==> src/rtl/inst_fetch_queue_if.sv <==
// Fetch-stage bus bundle: instruction ROM port, redirect input and decode handshake.
// master = fetch queue, slave = surrounding core / ROM.
interface inst_fetch_queue_if #(
  parameter int unsigned DEPTH = 4
);
  localparam int unsigned CW = $clog2(DEPTH) + 1;

  logic [31:0]   instrom_openmips_data;
  logic [31:0]   openmips_instrom_addr;
  logic          openmips_instrom_ren;
  logic          redirect_valid;
  logic [31:0]   redirect_pc;
  logic          id_ready;
  logic          if_valid;
  logic [31:0]   if_inst;
  logic [31:0]   if_pc;
  logic [CW-1:0] q_count;

  modport master (
    input  instrom_openmips_data, redirect_valid, redirect_pc, id_ready,
    output openmips_instrom_addr, openmips_instrom_ren, if_valid, if_inst, if_pc, q_count
  );

  modport slave (
    output instrom_openmips_data, redirect_valid, redirect_pc, id_ready,
    input  openmips_instrom_addr, openmips_instrom_ren, if_valid, if_inst, if_pc, q_count
  );
endinterface

==> src/rtl/inst_fetch_queue.sv <==
// Instruction fetch queue: owns the fetch PC, reads the ROM, buffers {pc,inst} for decode.
// Optional FETCH_BYPASS_EN presents the ROM word straight to decode when the queue is empty.
module inst_fetch_queue #(
  parameter int unsigned DEPTH    = 4,
  parameter logic [31:0] RESET_PC = 32'h0000_0000
) (
  input  logic                clk,
  input  logic                rst,
  inst_fetch_queue_if.master  bus
);
  localparam int unsigned PW = $clog2(DEPTH);
  localparam int unsigned CW = PW + 1;
  localparam logic [CW-1:0] FULL = CW'(DEPTH);

  typedef struct packed {
    logic [31:0] pc;
    logic [31:0] inst;
  } entry_t;

  entry_t        mem_q [DEPTH];
  logic [PW-1:0] head_q, head_d;
  logic [PW-1:0] tail_q, tail_d;
  logic [CW-1:0] count_q, count_d;
  logic [31:0]   fetch_pc_q, fetch_pc_d;

  entry_t head_e;
  logic   q_vld;
  logic   q_pop;
  logic   ren;
  logic   byp;
  logic   push;
  logic   unused_pc_lsb;

  assign unused_pc_lsb = ^bus.redirect_pc[1:0];
  assign head_e        = mem_q[head_q];

  // Queue head is visible unless a redirect is killing it this cycle.
  assign q_vld = !rst && !bus.redirect_valid && (count_q != '0);
  assign q_pop = q_vld && bus.id_ready;
  assign ren   = !rst && !bus.redirect_valid && ((count_q != FULL) || q_pop);

`ifdef FETCH_BYPASS_EN
  assign byp = ren && (count_q == '0);
`else
  assign byp = 1'b0;
`endif

  // A bypassed word taken by decode the same cycle never lands in storage.
  assign push = ren && !(byp && bus.id_ready);

  assign bus.openmips_instrom_addr = fetch_pc_q;
  assign bus.openmips_instrom_ren  = ren;
  assign bus.q_count               = rst ? '0 : count_q;

  always_comb begin
    bus.if_valid = 1'b0;
    bus.if_inst  = 32'h0;
    bus.if_pc    = 32'h0;
    if (byp) begin
      bus.if_valid = 1'b1;
      bus.if_inst  = bus.instrom_openmips_data;
      bus.if_pc    = fetch_pc_q;
    end else if (q_vld) begin
      bus.if_valid = 1'b1;
      bus.if_inst  = head_e.inst;
      bus.if_pc    = head_e.pc;
    end
  end

  always_comb begin
    head_d     = head_q;
    tail_d     = tail_q;
    count_d    = count_q;
    fetch_pc_d = fetch_pc_q;
    if (bus.redirect_valid) begin
      head_d     = '0;
      tail_d     = '0;
      count_d    = '0;
      fetch_pc_d = {bus.redirect_pc[31:2], 2'b00};
    end else begin
      if (push)  tail_d = tail_q + 1'b1;
      if (q_pop) head_d = head_q + 1'b1;
      // Natural 32-bit wrap takes 0xFFFF_FFFC to 0.
      if (ren)   fetch_pc_d = fetch_pc_q + 32'd4;
      unique case ({push, q_pop})
        2'b10:   count_d = count_q + 1'b1;
        2'b01:   count_d = count_q - 1'b1;
        default: count_d = count_q;
      endcase
    end
  end

  always_ff @(posedge clk) begin
    if (rst) begin
      head_q     <= '0;
      tail_q     <= '0;
      count_q    <= '0;
      fetch_pc_q <= RESET_PC;
    end else begin
      head_q     <= head_d;
      tail_q     <= tail_d;
      count_q    <= count_d;
      fetch_pc_q <= fetch_pc_d;
    end
  end

  // Storage needs no reset; count gates every read.
  always_ff @(posedge clk) begin
    if (push) mem_q[tail_q] <= entry_t'{pc: fetch_pc_q, inst: bus.instrom_openmips_data};
  end
endmodule

==> src/flat_wrapper.sv <==
// flat-port wrapper written by rule: the top's interface ports become plain ports
module inst_fetch_queue_flat 
#(
  parameter int unsigned DEPTH    = 4,
  parameter logic [31:0] RESET_PC = 32'h0000_0000
)
  (clk, rst, bus_instrom_openmips_data, bus_redirect_valid, bus_redirect_pc, bus_id_ready, bus_openmips_instrom_addr, bus_openmips_instrom_ren, bus_if_valid, bus_if_inst, bus_if_pc, bus_q_count);
  inst_fetch_queue_if #(.DEPTH(DEPTH)) bus_i ();
  input  logic clk;
  input  logic rst;
  input wire logic [$bits(bus_i.instrom_openmips_data)-1:0] bus_instrom_openmips_data;
  input wire logic [$bits(bus_i.redirect_valid)-1:0] bus_redirect_valid;
  input wire logic [$bits(bus_i.redirect_pc)-1:0] bus_redirect_pc;
  input wire logic [$bits(bus_i.id_ready)-1:0] bus_id_ready;
  output wire logic [$bits(bus_i.openmips_instrom_addr)-1:0] bus_openmips_instrom_addr;
  output wire logic [$bits(bus_i.openmips_instrom_ren)-1:0] bus_openmips_instrom_ren;
  output wire logic [$bits(bus_i.if_valid)-1:0] bus_if_valid;
  output wire logic [$bits(bus_i.if_inst)-1:0] bus_if_inst;
  output wire logic [$bits(bus_i.if_pc)-1:0] bus_if_pc;
  output wire logic [$bits(bus_i.q_count)-1:0] bus_q_count;
  assign bus_i.instrom_openmips_data = bus_instrom_openmips_data;
  assign bus_i.redirect_valid = bus_redirect_valid;
  assign bus_i.redirect_pc = bus_redirect_pc;
  assign bus_i.id_ready = bus_id_ready;
  assign bus_openmips_instrom_addr = bus_i.openmips_instrom_addr;
  assign bus_openmips_instrom_ren = bus_i.openmips_instrom_ren;
  assign bus_if_valid = bus_i.if_valid;
  assign bus_if_inst = bus_i.if_inst;
  assign bus_if_pc = bus_i.if_pc;
  assign bus_q_count = bus_i.q_count;
  inst_fetch_queue #(.DEPTH(DEPTH), .RESET_PC(RESET_PC)) u_core (.clk(clk), .rst(rst), .bus(bus_i));
endmodule
==> config.mk <==
export PLATFORM = sky130hd
export DESIGN_NAME = inst_fetch_queue_flat
export DESIGN_NICKNAME = d
export VERILOG_FILES = /design/src/rtl/inst_fetch_queue_if.sv /design/src/rtl/inst_fetch_queue.sv /design/src/flat_wrapper.sv
export SDC_FILE = /design/constraint.sdc
export NUM_CORES = 1
export LEC_CHECK = 0
export ABC_CLOCK_PERIOD_IN_PS = 7850
export CORE_AREA = 2 2 144 146
export DETAILED_ROUTE_END_ITERATION = 7
export DIE_AREA = 0 0 146 148
export PLACE_DENSITY = 0.89
export SLEW_MARGIN = 5
export SYNTH_ARGS = -nofsm -noshare
export SYNTH_HDL_FRONTEND = slang
export SYNTH_SLANG_ARGS = --single-unit
export TNS_END_PERCENT = 30
==> constraint.sdc <==
create_clock -name clk -period 7.85 [get_ports clk]
set_clock_uncertainty 0.2 [all_clocks]
set_input_delay 1.57 -clock clk [delete_from_list [all_inputs] [get_ports clk]]
set_output_delay 1.57 -clock clk [all_outputs]
set_load 0.005 [all_outputs]
* Word-level counts from Yosys, hierarchy flattened
Memories as Yosys holds them, arrays and structs flattened. A register that Yosys moved wholly into a read port is not among the register bits. Cells that the tools add are included.
Storage, ports and cells: register bits after elaboration 39, input bits 68, word-level logic and storage cells 36, memories kept 1, output and inout port bits 101, memory bits (writable) 256
Operators by class: equality and inequality tests 3, add/subtract/negate cells 5, reductions and logical operators 11, multiplexer cells 11
Memories:
- u_core.mem_q | depth 4, bits a word 64, read ports 1, clocked after memory_dff 1, write ports 1, RTL line inst_fetch_queue.sv:20 | entry_t mem_q [DEPTH];
Operators with widths (count):
- 2-to-1 mux 32 bit | 4
- adder 32 x 3 -> 32 bit, second input constant | 1
- one-hot mux 3 bit (2 select lines) | 1
- adder 2 x 1 -> 2 bit, second input constant | 2
- logical AND 1 bit | 4
- 2-to-1 mux 2 bit | 2
- nonzero test 2 bit | 2
- adder 3 x 1 -> 3 bit, second input constant | 1
- 2-to-1 mux 1 bit | 3
- 2-to-1 mux 3 bit | 1
- != test 3 bit, second input constant | 1
- nonzero test 3 bit | 1
- subtractor 3 x 1 -> 3 bit, second input constant | 1
- == test 2 x 1 -> 1 bit, second input constant | 1
- == test 2 bit, second input constant | 1
- zero test 1 bit | 2
- OR reduction 2 bit | 1
- logical OR 1 bit | 1

* Depth between registers and ports, before layout
Gate-level depths: netlist of run 1.
depth after elaboration 8, gate-level depth with buffers 8, gate-level depth less buffers 6

* Worst setup path before layout of run 1
Ideal clock, no wire load.
path type input-to-output, start input port rst, end output port bus_q_count[0], data required time 6.080 ns, path buffers 3, setup slack 3.606 ns, stages on the path 4, arrival 2.474 ns, cells stage by stage clkbuf_1 -> clkbuf_1 -> buf_1 -> nor2_1
Between the ends: cells in the longest elaborated chain, start to end 1
Ends and longest elaborated chain:
- start, declared | RTL line flat_wrapper.sv:10 | input logic rst;
- 2-to-1 mux 3 bit | RTL line inst_fetch_queue.sv:53 | assign bus.q_count = rst ? '0 : count_q;
- end, declared | RTL line flat_wrapper.sv:20 | output wire logic [$bits(bus_i.q_count)-1:0] bus_q_count;
No other way between the ends.

* Worst setup path in the final report of run 1
start input port rst, end output port bus_if_pc[21]
Between the ends: cells in the longest elaborated chain, start to end 4
Ends and longest elaborated chain:
- zero test 1 bit | RTL line inst_fetch_queue.sv:38 | assign q_vld = !rst && !bus.redirect_valid && (count_q != '0);
- logical AND 1 bit (2 in series) | RTL line inst_fetch_queue.sv:38
- 2-to-1 mux 32 bit | RTL line inst_fetch_queue.sv:63 | end else if (q_vld) begin
- end, declared | RTL line flat_wrapper.sv:19 | output wire logic [$bits(bus_i.if_pc)-1:0] bus_if_pc;
No other way between the ends.

==> results.yml, run 1 <==
hold_path:
  hold_path_class: "flop to flop"
detailed_routing:
  wire_per_inst_um: 22.39
  vias: 7116
  routed_via_density: 6.199
  ant_nets: 0
  dr.pass1.iters: 7
  drt-total-wl_um: 25700
  first_iter_violations: 538
  drcViolationCount: 0
yosys:
  ys.flop_type: "edfxtp_1"
  ys_seq_area_share_pct: 70.18
  syn_inst: 704
  synth.lib_cells_used.distinct: 51
  async_reset_ff_share_pct: 0
  synth.largest_area_cell: "edfxtp_1"
  ys_ff_latch: 287
  synth.cell_area_um2: 11720
  synth_edf_count: 248
  synth.avg_cell_area_um2: 16.65
  synth_top_area_share_pct: 63.52
  ys_warn_count: 0
  synthTopCellsByArea: "edfxtp_1, mux4_2, dfxtp_1"
floorplanning:
  io_pins: 169
  die_h_um: 148
  row_count: 52
  die_area_um2: 21610
  start_util_pct: 58.50
  core_region_area_um2: 20040
  chipWidth_um: 146
worst_setup_path:
  critPathMaxFanout: 40
  critPathRequiredTime_ps: 6080
  startpoint_type: "input port"
  critPathCaptureType: "output port"
  cp_data_arrival_time_ps: 3960
  critPathKind: "input port to output port"
power:
  clkPwrFrac_pct: 42.0
  power.leakage_uw: 0.004824
  combPwrFrac_pct: 5.6
  internal-power_uw: 2652
  ir_worst_vdd_mv: 0.2157
  powerDensity_nw_per_um2: 228.0
  power.switching_uw: 665.0
  seq_power_share_pct: 52.4
  swShare_pct: 20.05
sta:
  tightest_slew_ps: 1002
  fin_crit_sh_pct: 73.02
  drv_slew: 0
  clock.fmax_mhz: 174.5
  setup_viol: 0
  rsz0062_at_grt: "no"
  hold_viol: 0
  timing.setup.tns_ps: 0
  finalCriticalPeriod_ps: 5732
  relSlewSlack_pct: 33.21
global_route:
  grt_pass1_wl_um: 39530
  antenna_found_initial: 0
  groute.usage.overall_pct: 23.63
  grt_overflow_total: 0
  grt_pass1_vias: 6996
  grt_max_degree: 63
clock_tree:
  hold_buffers: 0
  post_cts_buffers: 0
  cts_buffers: 28
  clk_pin_slew_worst_paths_ps: 70
  cts-htree-levels: 1
  clkSinkCount: 287
  clk_latency_ps: 540
  cts_tree: "done"
  root_buffer: "clkbuf_16"
  ctsLongestPathBuffers: 3
  cts_resized: 0
cells_and_area:
  area_growth_pct: 24.06
  fin_area_um2: 14540
  nets: 931
  layout-drive-gt1-share_pct: 13.78
  fillCellCount: 1255
  insertedDiodeCount: 0
  layout_commonest_cell: "edfxtp_1"
  mostFrequentLayoutCells: "edfxtp_1, clkdlybuf4s50_1, and3_1"
placement:
  gp_congestion: 0.8461
  port_buffers: 162
  post_dp_cell_area_um2: 13580
  dpl.hpwl_um: 14970
job:
  maxCapViolCount: 0
outcome:
  status: "complete, no violations"
-- cells in the mapped netlist (2+ instances only) --
| library cell | n |
|---|---|
| nand3_1 | 11 |
| nor4b_1 | 2 |
| nand2_1 | 24 |
| o31ai_1 | 5 |
| nor4_1 | 12 |
| buf_2 | 2 |
| buf_6 | 2 |
| xor2_1 | 3 |
| a311oi_1 | 16 |
| nor3b_1 | 2 |
| a211oi_1 | 9 |
| mux4_2 | 62 |
| o21ai_0 | 8 |
| nor2_1 | 39 |
| and4_1 | 7 |
| inv_1 | 14 |
| edfxtp_1 | 248 |
| ha_1 | 7 |
| or2_2 | 2 |
| clkbuf_1 | 35 |
| or4_1 | 7 |
| buf_4 | 4 |
| nor3_1 | 7 |
| buf_1 | 6 |
| a2111oi_0 | 4 |
| or3_1 | 7 |
| nor2b_1 | 4 |
| xnor2_1 | 7 |
| nand4_1 | 14 |
| a21oi_1 | 5 |
| dfxtp_1 | 39 |
| and3_1 | 71 |
-- layout make-up --
cell class / count / area [um^2] / share of cell area, %
clock inverters: 15 / 192.7 / 1.325
repair buffers: 169 / 1687 / 11.60
multi-input cells: 355 / 3259 / 22.41
inverters: 15 / 56.30 / 0.3871
clock buffers: 37 / 775.7 / 5.334
flip-flops and latches: 287 / 8235 / 56.62
well taps: 270 / 337.8 / 2.323
-- registers in the layout, indices dropped and copies added, names as in the netlist, named ones only --
name and flops:
u_core.mem_q 248, u_core.bus.openmips_instrom_addr 30, u_core.count_q 3, u_core.head_q 2, u_core.tail_q 2
-- critical path, cell delays in order --
cell	delay [ps]
clkdlybuf4s50_1	400
buf_4	270
nor2_4	680
buf_12	270
and3_1	230
clkdlybuf4s50_1	520
-- routing by layer --
layer	global-route usage (%)	part of all wire [%]
met3	4.259	7.8
met4	6.117	2.3
met1	32.90	41
met5	0	0
met2	39.41	49
-- cells by family (layout without fill, tap and decap cells) --
family | count (synthesis) | count (layout) | share of synthesized area, %
buf+inv | 65 | 236 | 2.369
simple gates | 215 | 215 | 10.31
other cells | 1 | 4 | 0.03199
fa+ha+maj | 7 | 7 | 0.7470
xor+xnor | 10 | 10 | 0.7471
mux | 63 | 63 | 12.00
flops | 287 | 287 | 70.18
compound gates | 56 | 56 | 3.618
-- stage by stage --
stage	total power, uW	hold WS [ps]	setup slack [ps]	util, %	instances
after floorplan	1838	264.7	3606	-	707
after detailed placement	1953	294.1	2153	67.74	1096
after global routing	3416	324.8	2007	72.58	1148
after CTS	3335	303.2	2129	72.58	1148
final	3317	301.1	2118	72.58	1148
after global placement	1945	279.6	2159	67.74	1096
-- path summary, 6_finish.rpt --
kind | from | endpoint | slack, ps | cells after the start
max | rst | bus_if_pc[21] | 2120 | 6
min | u_core.tail_q[1] | u_core.tail_q[1] | 300 | 2
max reg2reg | u_core.count_q[0] | u_core.bus.openmips_instrom_addr[22] | 5020 | 6
min reg2reg | u_core.tail_q[1] | u_core.tail_q[1] | 300 | 2
-- power groups by stage --
stage	sequential, uW	clock [uW]	combinational (uW)
finish	1740	1390	186
global route	1740	1470	200
CTS	1740	1410	186
detailed placement	1770	0	185
global placement	1760	0	181
floorplan	1760	0	82.1
Power figures use the tool's default switching activity.
==> run 2, diff against run 1 <==
Settings changed: ABC_CLOCK_PERIOD_IN_PS 7850 to 4700, CORE_AREA 2 2 144 146 to 2 2 158 160, DIE_AREA 0 0 146 148 to 0 0 160 162, PLACE_DENSITY 0.89 to 0.79.
Clock period 7.85 ns to 4.7 ns, I/O delays scaled along.
==> run 2 against run 1 <==
Cell area rose by 0.65%. Sequential power rose by 67%. Wire length fell by 2.3%. Worst hold slack got worse by 7.9 ps. Via count fell by 2.9%. Clock power rose by 55%. Register-to-register slack got worse by 3100 ps. Sequential share of layout area fell by 0.37 points. Combinational power rose by 69%.
==> results.yml, run 2 (synthesis results as in run 1) <==
floorplanning:
  core_region_area_um2: 24110
  die_area_um2: 25920
  die_h_um: 162
  io_pins: 169
  row_count: 57
  chipWidth_um: 160
  start_util_pct: 48.63
worst_setup_path:
  startpoint_type: "input port"
  critPathCaptureType: "output port"
  critPathMaxFanout: 39
  critPathKind: "input port to output port"
  slowest_stage: "clkdlybuf4s50_1"
  cp_data_arrival_time_ps: 3000
  path_cells: "clkdlybuf4s50_1 -> buf_4 -> or2_2 -> nor2_1 -> clkdlybuf4s50_1"
  cpMostUsedCell: "clkdlybuf4s50_1"
  slowest_delay_ps: 560
  critPathRequiredTime_ps: 3560
clock_tree:
  post_cts_buffers: 0
  cts_tree: "done"
  cts_resized: 0
  cts_buffers: 30
  cts-htree-levels: 1
  clk_pin_slew_worst_paths_ps: 60
  root_buffer: "clkbuf_16"
  clk_latency_ps: 540
  ctsLongestPathBuffers: 3
  hold_buffers: 0
  clkSinkCount: 287
placement:
  port_buffers: 162
  gp_congestion: 0.8984
  dpl.hpwl_um: 15190
cells_and_area:
  largest_register_ffs: 248
  top_register: "u_core.mem_q"
  fillCellCount: 1793
  insertedDiodeCount: 0
  layout-drive-gt1-share_pct: 14.53
  area_growth_pct: 24.87
  nets: 941
  layout_commonest_cell: "edfxtp_1"
  mostFrequentLayoutCells: "edfxtp_1, clkdlybuf4s50_1, and3_1"
detailed_routing:
  routed_via_density: 5.702
  drcViolationCount: 0
  first_iter_violations: 463
  dr.pass1.iters: 4
  vias: 6911
  wire_per_inst_um: 20.72
  ant_nets: 0
  drt-total-wl_um: 25110
power:
  power_uw: 5373
  power.leakage_uw: 0.004849
  powerDensity_nw_per_um2: 367.0
  ir_worst_vdd_mv: 0.2290
hold_path:
  hold_path_class: "flop to flop"
sta:
  timing.setup.tns_ps: 0
  finalCriticalPeriod_ps: 4143
  drv_slew: 0
  tightest_slew_ps: 968.3
  rsz0062_at_grt: "no"
  fin_crit_sh_pct: 88.14
  clock.fmax_mhz: 241.4
  setup_viol: 0
  hold_viol: 0
  relSlewSlack_pct: 35.45
outcome:
  status: "complete, no violations"
global_route:
  antenna_found_initial: 0
  groute.usage.overall_pct: 19.08
  grt_overflow_total: 0
  grt_max_degree: 63
  grt_pass1_wl_um: 38420
  grt_pass1_vias: 6780
job:
  maxCapViolCount: 0
-- run 2: cell types whose count changed in the layout (fill, tap and decap cells not counted) --
cell and change:
clkinv_2 +4, buf_12 +3, bufinv_16 -4, clkbuf_16 +2, clkbuf_8 -2, buf_4 +5, clkinv_1 +2
-- run 2: routing by layer --
metal	global-route usage (%)	wire [um]	vias up
met4	3.604	299	0
met1	28.22	11320	3468
li1	-	-	3165
met2	30.60	11840	251
met3	3.141	1656	27
met5	0	0	-
-- run 2: worst max-delay path, delay by kind of cell --
family,cells,cell delay (ps)
buffers and inverters,3,1310
and+or+nand+nor,2,750
-- run 2: cell type report --
class	count	area, um^2	share of cell area [%]
clock buffer	37	798.3	5.453
tap	324	405.4	2.769
clock inverter	17	100.1	0.6838
timing repair buffer	177	1784	12.19
inverter	15	56.30	0.3846
multi-input combinational	355	3259	22.27
sequential	287	8235	56.26
-- run 2: final timing paths --
| check | startpoint | endpoint | slack (ps) | depth (start not counted) |
|---|---|---|---|---|
| setup / recovery | rst | bus_openmips_instrom_ren | 560 | 5 |
| hold / removal | u_core.tail_q[1] | u_core.tail_q[1] | 290 | 2 |
| setup reg to reg | u_core.count_q[0] | u_core.bus.openmips_instrom_addr[22] | 1890 | 7 |
| hold reg to reg | u_core.tail_q[1] | u_core.tail_q[1] | 290 | 2 |
-- run 2: metrics by stage --
step / utilization (%) / cells / instance area, um^2 / worst slack, ps / hold slack, ps
after floorplan: - / 707 / 11740 / 1110 / 264.7
after global placement: 57.00 / 1158 / 13740 / 645.3 / 284.2
after detailed placement: 57.00 / 1158 / 13740 / 602.4 / 287.4
after CTS: 60.73 / 1212 / 14640 / 529.5 / 294.9
after global routing: 60.73 / 1212 / 14640 / 433.2 / 326.1
final: 60.73 / 1212 / 14640 / 557.2 / 293.1
-- run 2: report_power, final --
part	total (uW)	internal [uW]	switching (uW)
sequential	2900	2840	65.0
combinational	315	170	145
clock	2160	1250	908
==> run 3, diff against run 2 <==
Settings changed: REMOVE_ABC_BUFFERS set to 1.
==> run 3 against run 2 <==
Combinational power is essentially flat. Non-clock buffer count increased by 1. Critical endpoint is now bus_if_pc[2]. Worst hold slack better by 13 ps. Wire length increased by 2.6%. Clock power is essentially flat. Highest routed layer unchanged.
==> results.yml, run 3 (synthesis results as in run 1) <==
detailed_routing:
  wire_per_inst_um: 21.32
  vias: 6950
  drcViolationCount: 0
  routed_via_density: 5.749
  first_iter_violations: 570
  drt-total-wl_um: 25770
  dr.pass1.iters: 5
  ant_nets: 0
clock_tree:
  clk_pin_slew_worst_paths_ps: 60
  clk_latency_ps: 530
  cts-htree-levels: 1
  clkSinkCount: 287
  cts_resized: 0
  post_cts_buffers: 0
  hold_buffers: 0
  ctsLongestPathBuffers: 3
  root_buffer: "clkbuf_16"
  cts_tree: "done"
  cts_buffers: 28
placement:
  gp_congestion: 0.7767
  pre_cts_slack_ps: 612.5
  port_buffers: 162
  dp_cells: 1159
  dpl.hpwl_um: 16070
floorplanning:
  die_area_um2: 25920
  io_pins: 169
  start_util_pct: 48.63
  die_h_um: 162
  chipWidth_um: 160
  row_count: 57
  core_region_area_um2: 24110
worst_setup_path:
  critPathMaxFanout: 19
  r2r_end: "u_core.bus.openmips_instrom_addr[22]"
  reg2reg_depth: 7
  critPathCaptureType: "output port"
  critPathRequiredTime_ps: 3560
  reg2reg_setup_slack_ps: 1920
  cp_data_arrival_time_ps: 2930
  startpoint_type: "input port"
  r2r_start: "u_core.count_q[0]"
  critPathKind: "input port to output port"
sta:
  rsz0062_at_grt: "no"
  timing.setup.tns_ps: 0
  clock.fmax_mhz: 245.9
  setup_viol: 0
  relSlewSlack_pct: 28.30
  fin_crit_sh_pct: 86.54
  tightest_slew_ps: 1066
  drv_slew: 0
  holdWs_ps: 305.7
  finalCriticalPeriod_ps: 4067
  worst_slack_ps: 632.9
  hold_viol: 0
cells_and_area:
  largest_register_ffs: 248
  top_register: "u_core.mem_q"
  mostFrequentLayoutCells: "edfxtp_1, clkdlybuf4s50_1, and3_1"
  fin_cells: 1209
  layout_commonest_cell: "edfxtp_1"
  area_growth_pct: 24.97
  nets: 940
  multiInputGateArea_um2: 3259
  insertedDiodeCount: 0
  layout-drive-gt1-share_pct: 14.80
  fillCellCount: 1799
  regArea_um2: 8235
power:
  power.leakage_uw: 0.004857
  ir_worst_vdd_mv: 0.2344
  combPwrFrac_pct: 5.8
  powerDensity_nw_per_um2: 368.4
  internal-power_uw: 4304
  swShare_pct: 20.26
  power_uw: 5397
  power.switching_uw: 1093
  seq_power_share_pct: 53.7
  clkPwrFrac_pct: 40.4
job:
  maxCapViolCount: 0
hold_path:
  holdPathStages: 2
  hold_path_class: "flop to flop"
  whs_endpoint: "u_core.tail_q[1]"
  hp-start: "u_core.tail_q[1]"
global_route:
  antenna_found_initial: 0
  grt_pass1_wl_um: 40150
  groute.usage.overall_pct: 19.84
  grt_pass1_vias: 7039
  grt_max_degree: 63
  grt_overflow_total: 0
outcome:
  status: "complete, no violations"
run 3: cell types whose count changed in the layout (fill, tap and decap cells not counted):
cell | previous run | this run
buf_4 | 11 | 12
bufinv_16 | 1 | 3
clkbuf_1 | 6 | 5
clkbuf_16 | 31 | 29
clkbuf_8 | 0 | 1
clkinv_1 | 9 | 5
run 3: layout make-up:
| cell class | instances | share of cell area, % |
|---|---|---|
| flip-flops and latches | 287 | 56.21 |
| multi-input cells | 355 | 22.25 |
| repair buffers | 178 | 12.23 |
| clock buffers | 35 | 5.175 |
| well taps | 324 | 2.767 |
| clock inverters | 15 | 0.9906 |
| inverters | 15 | 0.3843 |
run 3: through the flow:
| step | util (%) | area (um^2) |
|---|---|---|
| 2_1_floorplan | - | 11510 |
| 3_3_place_gp | 57.03 | 13750 |
| 3_5_place_dp | 57.03 | 13750 |
| 4_1_cts | 60.78 | 14650 |
| 5_1_grt | 60.78 | 14650 |
| 6_report | 60.78 | 14650 |
run 3: worst max-delay path, stage by stage:
cell and delay [ps]:
clkdlybuf4s50_1 470, nor2_4 440, buf_4 320, and3_1 220
clkdlybuf4s50_1 510
run 3: worst max path at each step:
stage | start | endpoint | cells after the start
2_1_floorplan | flop | bus_if_inst[0] | 2
3_3_place_gp | bus_redirect_valid | bus_if_pc[2] | 5
3_5_place_dp | bus_redirect_valid | bus_if_pc[2] | 5
4_1_cts | bus_redirect_valid | bus_if_pc[2] | 5
5_1_grt | bus_redirect_valid | bus_if_pc[2] | 5
6_report | bus_redirect_valid | bus_if_pc[2] | 5
run 3: layer usage:
layer,vias up,wire (um),track usage [%]
met4,0,327,4.095
met2,254,12680,33.61
li1,3173,-,-
met5,-,0,0
met3,24,1772,3.192
met1,3499,10990,27.63
run 3: power by group through the flow:
stage	Sequential (uW)	Combinational (uW)	Clock, uW
floorplan	2940	119	0
global placement	2950	310	0
detailed placement	2950	315	0
CTS	2900	317	2230
global route	2910	340	2330
finish	2900	314	2180
